**config.mk**
```make
export PLATFORM = sky130hd
export DESIGN_NAME = vending_controller
export DESIGN_NICKNAME = d
export VERILOG_FILES = /design/src/rtl/vending_controller.sv
export SDC_FILE = /design/constraint.sdc
export NUM_CORES = 1
export LEC_CHECK = 0
export ABC_AREA = 1
export BUFFER_PORTS_ARGS = -buffer_cell sky130_fd_sc_hd__buf_4
export CORE_MARGIN = 5
export CORE_UTILIZATION = 30
export CTS_BUF_LIST = sky130_fd_sc_hd__clkbuf_8 sky130_fd_sc_hd__clkbuf_16
export CTS_CLUSTER_SIZE = 24
export DETAILED_ROUTE_END_ITERATION = 10
export PLACE_DENSITY_LB_ADDON = 0.25
export SYNTH_ARGS = -nofsm -noshare
export SYNTH_HDL_FRONTEND = slang
export SYNTH_SLANG_ARGS = --single-unit
```
**constraint.sdc**
```tcl
create_clock -name clk -period 2.5 [get_ports clk]
set_input_delay 0.375 -clock clk [delete_from_list [all_inputs] [get_ports clk]]
set_output_delay 0.375 -clock clk [all_outputs]
set_load 0.1 [all_outputs]
```
**src/rtl/vending_controller.sv**
```systemverilog
// vending_controller
//   Coin/keypad vending FSM for NUM_ITEMS products. Keeps a per-item price
//   table (input), per-item inventory counters with restock, a credit balance
//   in nickel units, and an idle timeout that auto-refunds. Change and refunds
//   are paid greedily (quarter, dime, nickel) over a valid/ready handshake.
//
//   Optional feature macro: VEND_CREDIT_EN (card payment from IDLE).
//
//   Ports
//     clk, rst                        clock, synchronous active-low reset
//     nickel/dime/quarter/dollar      one-cycle coin pulses
//     select, index                   selection request and item index
//     cancel                          refund request
//     cost                            flattened price table, PRICE_W per item
//     restock_en/_index/_count        overwrite one item's inventory
//     coin_ready                      dispenser accepts the presented coin
//     coin_valid, coin_type           change coin request (01 N, 10 D, 11 Q)
//     vend_valid, vend_index          one-cycle vend command
//     coin_reject                     inserted coin returned (pulse)
//     sold_out, insufficient          status pulses
//     balance, inventory              current credit / flattened stock counts
//     card_present, card_funds,       (VEND_CREDIT_EN only) card payment
//     card_debit, card_debit_valid
//   Assumes BAL_W >= PRICE_W.
module vending_controller #(
   parameter int NUM_ITEMS      = 8,
   parameter int PRICE_W        = 6,
   parameter int BAL_W          = 7,
   parameter int INV_W          = 3,
   parameter int TIMEOUT_CYCLES = 1000000,
   localparam int IDX_W = (NUM_ITEMS > 1) ? $clog2(NUM_ITEMS) : 1
) (
   input  logic                         clk,
   input  logic                         rst,
   input  logic                         nickel,
   input  logic                         dime,
   input  logic                         quarter,
   input  logic                         dollar,
   input  logic                         select,
   input  logic [IDX_W-1:0]             index,
   input  logic                         cancel,
   input  logic [NUM_ITEMS*PRICE_W-1:0] cost,
   input  logic                         restock_en,
   input  logic [IDX_W-1:0]             restock_index,
   input  logic [INV_W-1:0]             restock_count,
   input  logic                         coin_ready,
`ifdef VEND_CREDIT_EN
   input  logic                         card_present,
   input  logic [BAL_W-1:0]             card_funds,
   output logic [PRICE_W-1:0]           card_debit,
   output logic                         card_debit_valid,
`endif
   output logic                         coin_valid,
   output logic [1:0]                   coin_type,
   output logic                         vend_valid,
   output logic [IDX_W-1:0]             vend_index,
   output logic                         coin_reject,
   output logic                         sold_out,
   output logic                         insufficient,
   output logic [BAL_W-1:0]             balance,
   output logic [NUM_ITEMS*INV_W-1:0]   inventory
);

   localparam int TMR_W = (TIMEOUT_CYCLES > 2) ? $clog2(TIMEOUT_CYCLES) : 1;
   localparam logic [TMR_W-1:0] TMR_LAST = TMR_W'(TIMEOUT_CYCLES - 1);
   localparam logic [IDX_W:0]   NI       = (IDX_W+1)'(NUM_ITEMS);

   typedef enum logic [1:0] {S_IDLE, S_COLLECT, S_VEND, S_CHANGE} state_t;

   state_t             state_q;
   logic [BAL_W-1:0]   bal_q;
   logic [INV_W-1:0]   inv_q [NUM_ITEMS];
   logic [TMR_W-1:0]   tmr_q;
   logic [IDX_W-1:0]   vidx_q;
   logic [PRICE_W-1:0] price_q;
   logic               coin_valid_q, vend_valid_q, coin_reject_q;
   logic               sold_out_q, insufficient_q;
   logic [1:0]         coin_type_q;
`ifdef VEND_CREDIT_EN
   logic               card_q, card_debit_valid_q;
   logic [PRICE_W-1:0] card_debit_q;
`endif

   logic [PRICE_W-1:0] price_a [NUM_ITEMS];

   for (genvar g = 0; g < NUM_ITEMS; g++) begin : g_item
      assign price_a[g]                  = cost[g*PRICE_W +: PRICE_W];
      assign inventory[g*INV_W +: INV_W] = inv_q[g];
   end

   // Greedy change choice for a remaining balance.
   function automatic logic [1:0] pick(input logic [BAL_W-1:0] b);
      if (b >= BAL_W'(5))      pick = 2'b11;
      else if (b >= BAL_W'(2)) pick = 2'b10;
      else                     pick = 2'b01;
   endfunction

   function automatic logic [BAL_W-1:0] coin_value(input logic [1:0] t);
      case (t)
         2'b11:   coin_value = BAL_W'(5);
         2'b10:   coin_value = BAL_W'(2);
         default: coin_value = BAL_W'(1);
      endcase
   endfunction

   logic [BAL_W:0]     coin_val, bal_sum;
   logic [2:0]         n_coins;
   logic               any_coin, coin_ok, cancel_go, sel_try, sel_go, sold, insuf;
   logic               sel_idx_ok, sel_stock, sel_afford, timeout;
   logic [PRICE_W-1:0] sel_price;
   logic [BAL_W-1:0]   vend_rem, chg_rem;
   logic               card_go;

   always_comb begin
      coin_val = '0;
      if (dollar)       coin_val = (BAL_W+1)'(20);
      else if (quarter) coin_val = (BAL_W+1)'(5);
      else if (dime)    coin_val = (BAL_W+1)'(2);
      else if (nickel)  coin_val = (BAL_W+1)'(1);
      n_coins  = 3'(nickel) + 3'(dime) + 3'(quarter) + 3'(dollar);
      any_coin = (n_coins != 3'd0);
      // Extra MSB catches a sum that no longer fits in the balance register.
      bal_sum  = {1'b0, bal_q} + coin_val;

      sel_idx_ok = ({1'b0, index} < NI);
      sel_price  = sel_idx_ok ? price_a[index] : '0;
      sel_stock  = sel_idx_ok && (inv_q[index] != '0);
      sel_afford = (bal_q >= BAL_W'(sel_price));

      timeout   = (state_q == S_COLLECT) && (tmr_q == TMR_LAST);
      cancel_go = (state_q == S_COLLECT) && (cancel || timeout);
      sel_try   = (state_q == S_COLLECT) && select && !cancel_go;
      sel_go    = sel_try && sel_stock && sel_afford;
      sold      = sel_try && !sel_stock;
      insuf     = sel_try && sel_stock && !sel_afford;

`ifdef VEND_CREDIT_EN
      card_go = (state_q == S_IDLE) && select && card_present && sel_stock &&
                (card_funds >= BAL_W'(sel_price));
`else
      card_go = 1'b0;
`endif

      // A coin loses to any same-cycle transition out of IDLE/COLLECT.
      coin_ok = any_coin && (n_coins == 3'd1) && !bal_sum[BAL_W] &&
                ((state_q == S_IDLE && !card_go) ||
                 (state_q == S_COLLECT && !cancel_go && !sel_go));

      vend_rem = bal_q - BAL_W'(price_q);
      chg_rem  = bal_q - coin_value(coin_type_q);
   end

   always_ff @(posedge clk) begin
      if (!rst) begin
         state_q        <= S_IDLE;
         bal_q          <= '0;
         tmr_q          <= '0;
         vidx_q         <= '0;
         price_q        <= '0;
         coin_valid_q   <= 1'b0;
         coin_type_q    <= 2'b00;
         vend_valid_q   <= 1'b0;
         coin_reject_q  <= 1'b0;
         sold_out_q     <= 1'b0;
         insufficient_q <= 1'b0;
         for (int i = 0; i < NUM_ITEMS; i++) inv_q[i] <= '0;
`ifdef VEND_CREDIT_EN
         card_q             <= 1'b0;
         card_debit_q       <= '0;
         card_debit_valid_q <= 1'b0;
`endif
      end else begin
         vend_valid_q   <= 1'b0;
         coin_reject_q  <= any_coin && !coin_ok;
         sold_out_q     <= sold;
         insufficient_q <= insuf;
`ifdef VEND_CREDIT_EN
         card_debit_valid_q <= 1'b0;
`endif

         case (state_q)
            S_IDLE: begin
               if (card_go) begin
`ifdef VEND_CREDIT_EN
                  card_q             <= 1'b1;
                  card_debit_q       <= sel_price;
                  card_debit_valid_q <= 1'b1;
`endif
                  state_q      <= S_VEND;
                  vidx_q       <= index;
                  price_q      <= sel_price;
                  vend_valid_q <= 1'b1;
               end else if (coin_ok) begin
                  state_q <= S_COLLECT;
                  bal_q   <= bal_sum[BAL_W-1:0];
                  tmr_q   <= '0;
               end
            end
            S_COLLECT: begin
               if (cancel_go) begin
                  // Balance is always non-zero here: COLLECT is entered by a coin.
                  state_q      <= S_CHANGE;
                  coin_valid_q <= 1'b1;
                  coin_type_q  <= pick(bal_q);
               end else if (sel_go) begin
`ifdef VEND_CREDIT_EN
                  card_q       <= 1'b0;
`endif
                  state_q      <= S_VEND;
                  vidx_q       <= index;
                  price_q      <= sel_price;
                  vend_valid_q <= 1'b1;
               end else begin
                  if (coin_ok) bal_q <= bal_sum[BAL_W-1:0];
                  tmr_q <= (coin_ok || select) ? '0 : tmr_q + 1'b1;
               end
            end
            S_VEND: begin
`ifdef VEND_CREDIT_EN
               if (card_q) state_q <= S_IDLE;
               else
`endif
               begin
                  bal_q <= vend_rem;
                  if (vend_rem != '0) begin
                     state_q      <= S_CHANGE;
                     coin_valid_q <= 1'b1;
                     coin_type_q  <= pick(vend_rem);
                  end else begin
                     state_q <= S_IDLE;
                  end
               end
            end
            S_CHANGE: begin
               if (coin_valid_q && coin_ready) begin
                  bal_q <= chg_rem;
                  if (chg_rem == '0) begin
                     state_q      <= S_IDLE;
                     coin_valid_q <= 1'b0;
                  end else begin
                     coin_type_q <= pick(chg_rem);
                  end
               end
            end
         endcase

         // Decrement happens on the edge leaving VEND; a same-cycle restock wins.
         for (int i = 0; i < NUM_ITEMS; i++) begin
            if (restock_en && restock_index == IDX_W'(i))
               inv_q[i] <= restock_count;
            else if (state_q == S_VEND && vidx_q == IDX_W'(i) && inv_q[i] != '0)
               inv_q[i] <= inv_q[i] - 1'b1;
         end
      end
   end

   assign balance      = bal_q;
   assign coin_valid   = coin_valid_q;
   assign coin_type    = coin_type_q;
   assign vend_valid   = vend_valid_q;
   assign vend_index   = vidx_q;
   assign coin_reject  = coin_reject_q;
   assign sold_out     = sold_out_q;
   assign insufficient = insufficient_q;
`ifdef VEND_CREDIT_EN
   assign card_debit       = card_debit_q;
   assign card_debit_valid = card_debit_valid_q;
`endif

endmodule

```
After elaboration in Yosys (flattened, before gate mapping)
Memories as Yosys holds them, arrays and structs flattened. Cells that the tools add are included.

Add/subtract/negate cells: 15. Multipliers: 0. Divide/modulo/power cells: 0. Order comparisons: 8. Eq/ne operators: 30. Shift-type cells: 0. Muxes and demuxes: 115. Bitwise logic cells: 20. Reductions and logical operators: 72.

Operator list (number): $mux W20 (4); $mux W1 (63); $mux W3 (16); $pmux W20 S2 (1); $logic_and A1 B1 Y1 (39); $reduce_bool A3 Y1 (11); $mux W2 (16); $mux W7 (4); $pmux W7 S4 (1); $eq A3 B3 Y1 const B (8); $mux W8 (3); $sub A3 B1 Y3 const B (8); $ge A7 B2 Y1 const B (3); $ge A7 B3 Y1 const B (3); $add A20 B1 Y20 const B (1); $eq A20 B20 Y1 const B (1); $bmux W6 S3 (1); $ne A2 B2 Y1 const B (8); $or A1 B1 Y1 (16); $eq A3 B2 Y1 const B (4); $mux W6 (2); $reduce_and A5 Y1 (2); $eq A3 B1 Y1 const B (3); $add A7 B8 Y8 (1); 26 further kinds (41).

Flip-flop bits (word level): 45. Latch bits: 0. Memory bits (writable): 24. Bits in read-only memories: 0. Bits of input ports: 67. Output and inout port bits: 41. Word-level logic and storage cells: 272. Memories: 1.

Memory list: inv_q (words 8, bits a word 3, read ports 9, clocked after memory_dff 0, wr ports 8, line 72) `logic [INV_W-1:0] inv_q [NUM_ITEMS];`.

Logic depth before layout (Yosys ltp)
Depth in word-level cells: 17. Mapped depth: 21. Depth with buffers taken out: 19.

Worst setup path before layout
Ideal clock, no wire load.

Kind: reg-to-reg. Start: register coin_type_q[0] (netlist: coin_type[0]). End: register state_q[0]. Arrival: 2801 ps. Slack: -418 ps. Stages on the path, launching flop included: 16. Clock period less this slack: 2918 ps. Cells stage by stage: dfxtp_1 > inv_1 > nand2_1 > ha_1 > inv_1 > fa_1 > nand2_1 > nand2_1 > a21oi_1 > nand2_1 > nor2_1 > nand3_1 > nand2_1 > nand3_1 > nor3_1 > nor2_1.

Longest elaborated chain between the ends: 6. Elaborated cells on any way between the ends: 7. Classes of those cells: add/sub: 1; eq/ne: 3; mux: 1; reduce/logical: 2.

Ends and longest elaborated chain: from (decl) (line 78) `logic [1:0] coin_type_q;`; from (signal assigned) (line 204) `coin_type_q <= pick(bal_q);`; from (signal assigned) (line 228) `coin_type_q <= pick(vend_rem);`; from (signal assigned) (line 241) `coin_type_q <= pick(chg_rem);`; $eq A2 B2 Y1 (line 99) `case (t)`; $pmux W3 S2 * (line 99); $sub A7 B7 Y7 * (line 150) `chg_rem = bal_q - coin_value(coin_type_q);`; $logic_not A7 Y1 * (line 237) `if (chg_rem == '0) begin`; $ne A2 B2 Y1 (no line) *; $reduce_and A4 Y1 (no line) *; to (signal assigned) (line 155) `state_q <= S_IDLE;`; to (signal assigned) (line 230) `state_q <= S_IDLE;`; to (signal assigned) (line 238) `state_q <= S_IDLE;`; to (decl) (line 70) `state_t state_q;`.

Every way passes the cells marked *; elsewhere a longest branch is shown, timed or not. A chain may end at the register's enable or synchronous reset.

Worst setup path after layout
Start: input port index[0]. End: register tmr_q[19].

Longest elaborated chain between the ends: 15. Elaborated cells on any way between the ends: 21. Classes of those cells: order compare: 1; eq/ne: 2; mux: 7; bitwise: 1; reduce/logical: 9; memory: 1.

Ends and longest elaborated chain: from (decl) (line 40) `input logic [IDX_W-1:0] index,`; $not A3 Y4 (not written as such) (line 126) `sel_price = sel_idx_ok ? price_a[index] : '0;`; $bmux W6 S3 (line 126); $mux W6 (not written as such) (2 in series) (line 126); $ge A7 B6 Y1 (line 128) `sel_afford = (bal_q >= BAL_W'(sel_price));`; $logic_and A1 B1 Y1 * (line 133) `sel_go = sel_try && sel_stock && sel_afford;`; $logic_not A1 Y1 (line 147) `(state_q == S_COLLECT && !cancel_go && !sel_go));`; $logic_and A1 B1 Y1 (line 147); $logic_or A1 B1 Y1 (line 146) `((state_q == S_IDLE && !card_go) ||`; $logic_and A1 B1 Y1 (line 145) `coin_ok = any_coin && (n_coins == 3'd1) && !bal_sum[BAL_W] &&`; $logic_or A1 B1 Y1 (line 215) `tmr_q <= (coin_ok || select) ? '0 : tmr_q + 1'b1;`; $mux W20 (line 215); $mux W20 (line 205) `end else if (sel_go) begin`; $mux W20 (line 200) `if (cancel_go) begin`; $pmux W20 S2 (line 181) `case (state_q)`; to (signal assigned) (line 215); to (decl) (line 73) `logic [TMR_W-1:0] tmr_q;`.

Every way passes the cells marked *; elsewhere a longest branch is shown, timed or not. The select of a mux whose other input is x is not followed.

==> flow_metrics.py <==
metrics = {
    "grt": {
        "overflow": 0,
        "grt_pass1_wl_um": 27300,
        "antenna_found_initial": 0,
        "grt_pass1_vias": 5521,
        "grt_util_all_layers_pct": 16.4,
        "grt_max_degree": 43,
    },
    "clock_tree": {
        "cts_tree": "built",
        "clock_sinks": 69,
        "root_buffer": "clkbuf_16",
        "clk_pin_slew_ns": 0.06,
        "cts-htree-levels": 3,
        "ctsLongestPathBuffers": 2,
        "insertion_delay_ns": 0.34,
        "cts_hold_buf": 0,
        "cts_inserted_buffers": 9,
    },
    "floorplan": {
        "ios": 108,
        "die_area_um2": 20900,
        "rows": 49,
        "die_w_um": 144,
        "dieHeight_um": 144,
        "coreArea_um2": 17900,
        "start_util_pct": 30.3,
    },
    "worst_setup_path": {
        "path_cells": "buf_12, clkinv_8, clkbuf_16, o21ai_0, o22ai_1, nand2_1, nand2_1, inv_2, ha_4, a21oi_1, nor2_1, nor3_2, nand3_2, nand3_4, nand2_8, buf_12, nor2_2, nand3b_1, a21oi_1",
        "cp.required_ns": 2.77,
        "crit_arrival_ns": 2.66,
        "slowest_stage": "nor2_2",
        "startpoint_type": "primary input",
        "end_kind": "flip-flop",
        "critPathKind": "primary input to flip-flop",
        "path_max_fanout": 7,
        "max_stage_delay_ns": 0.23,
    },
    "pwr": {
        "leakage_nw": 3.33,
        "power_density_nw_per_um2": 954,
        "max-vdd-ir-drop_mv": 1.14,
    },
    "route": {
        "vias_per_cell": 4.92,
        "wl_per_cell_um": 14.8,
        "drt-total-wl_um": 17500,
        "drc": 0,
        "vias": 5830,
        "dr.pass1.iters": 5,
        "drt-initial-drc-count": 368,
        "ant_nets": 0,
    },
    "sta": {
        "skew_ns": 0.00694,
        "period_needed_ns": 2.39,
        "timing.fmax_mhz": 418,
        "setup_violations": 0,
        "hold_violations": 0,
        "post-route-period-util_pct": 95.7,
        "slew_violations": 0,
        "rsz0062_at_grt": "yes",
        "hold_ws_ns": 0.434,
        "max_slew.worst_pin.slew_ns": 0.972,
        "relSlewSlack_pct": 35.0,
    },
    "yosys": {
        "synth-main-ff-cell": "dfxtp_1",
        "yosysWarnings": 0,
        "netlist_area_um2": 5430,
        "synthArstFlopShare_pct": 0,
        "synth-edff-count": 24,
        "syn_avg_cell_area_um2": 6.82,
        "synth_seq_area_share_pct": 29.9,
        "syn_nets": 906,
        "ys_types": 41,
        "synth_cells": 796,
        "ys_ff_latch": 69,
    },
    "finish": {
        "final_nets": 1061,
        "instances_no_fill": 1185,
        "final_cell_mix": "149 x buf_4, 133 x nand2_1, 103 x inv_1",
        "n_antenna_cell": 0,
        "final_area_um2": 7520,
        "final_common_cell": "buf_4",
        "final_layout_size_suffix_gt1_share_pct": 24.5,
        "syn_to_final_growth_pct": 38.6,
        "utilization_pct": 42.0,
        "fill_cells": 1922,
    },
    "flow_run": {
        "cap_violations": 0,
    },
    "placed_design": {
        "dp_cells": 1156,
        "dpl_cell_area_um2": 6840,
        "io_buffers": 107,
        "dp_hpwl_um": 13000,
        "place_congestion": 0.865,
    },
    "hold_path": {
        "hold_class": "primary input to flip-flop",
    },
    "status": {
        "status": "finished clean",
    },
}
repair_timing:
item / in CTS / in global routing
gates cloned: 0 / 9
gates resized for setup: 2 / 45
buffers inserted: 0 / 4
setup endpoints to repair: 27 / 41
pin swaps: 0 / 24
stage by stage:
stage | total power, mW | worst slack [ns] | TNS [ns]
2_1_floorplan | 4.48 | -0.0554 | -0.169
3_3_place_gp | 5.57 | -0.372 | -12.14
3_5_place_dp | 5.56 | -0.429 | -13.50
4_1_cts | 6.99 | 0.0115 | 0
5_1_grt | 7.75 | -0.0352 | -0.126
6_report | 7.18 | 0.108 | 0
state kept, by name (all words and copies together), names as in the netlist:
name / count
inv_q: 24
tmr_q: 20
balance: 7
price_q: 6
vend_index: 3
coin_type: 2
state_q: 2
coin_reject: 1
coin_valid: 1
insufficient: 1
sold_out: 1
vend_valid: 1
layer usage:
metal	wire length, um	track usage [%]	vias up	share of wire, %
met4	297	4.86	0	1.7
met2	8350	27.7	119	48
met1	8120	21.3	2670	46
met5	0	0	-	0
li1	-	-	3021	-
met3	732	3.08	20	4.2
critical path, delay by kind of cell:
family | cells | cell delay (ns)
AOI/OAI and AO/OA | 4 | 0.49
and+or+nand+nor | 9 | 1.06
adders and majority gates | 1 | 0.19
buffers and inverters | 5 | 0.55
cell families (layout without fill, tap and decap cells):
kind of cell             Yosys count  after routing  synth area share (%)
flip-flops                        69             69                  29.9
AO/OA/AOI/OAI                    176            176                  17.4
adder cells (fa/ha/maj)           43             43                  10.5
XOR/XNOR                          15             15                  2.42
AND/OR/NAND/NOR                  357            360                  29.8
buffers and inverters            136            293                  10.0
layout make-up:
| type | instances | area, um^2 | share of cell area (%) |
|---|---|---|---|
| clock buffer | 9 | 225 | 3.00 |
| timing repair inverter | 1 | 7.51 | 0.0998 |
| timing repair buffer | 164 | 1420 | 18.8 |
| tap | 229 | 287 | 3.81 |
| multi-input combinational | 594 | 3420 | 45.5 |
| sequential | 69 | 1630 | 21.7 |
| clock inverter | 7 | 91.3 | 1.21 |
| inverter | 112 | 438 | 5.82 |
path summary, 6_finish.rpt:
check / start / to / slack (ns) / cells past startpoint
setup / recovery: index[0] / tmr_q[19]$_SDFFE_PN0P_ / 0.11 / 19
hold / removal: restock_count[2] / inv_q[7][2]$_SDFFCE_PN0P_ / 0.43 / 3
setup reg to reg: balance[0]$_SDFFE_PN0P_ / coin_type[1]$_SDFFE_PN0P_ / 0.22 / 15
hold reg to reg: price_q[2]$_SDFFE_PN0P_ / price_q[2]$_SDFFE_PN0P_ / 0.46 / 2
cells in the mapped netlist, drive strengths merged (16+ instances only):
master	number	area share, %
dfxtp	45	17
edfxtp	24	13
nand3	60	5.9
nor2	103	7.5
inv	109	7.5
clkbuf	16	1.1
o21ai	61	5.6
nand2	143	11
a21oi	73	6.7
nand4	19	2.2
nor3	17	1.6
ha	39	9.0
o22ai	32	3.7
power breakdown:
| part | internal, mW | switching [mW] |
|---|---|---|
| logic | 1.48 | 2.74 |
| registers | 1.32 | 0.253 |
| clock network | 0.868 | 0.511 |
| total | 3.67 | 3.51 |
Power figures use the tool's default switching activity.
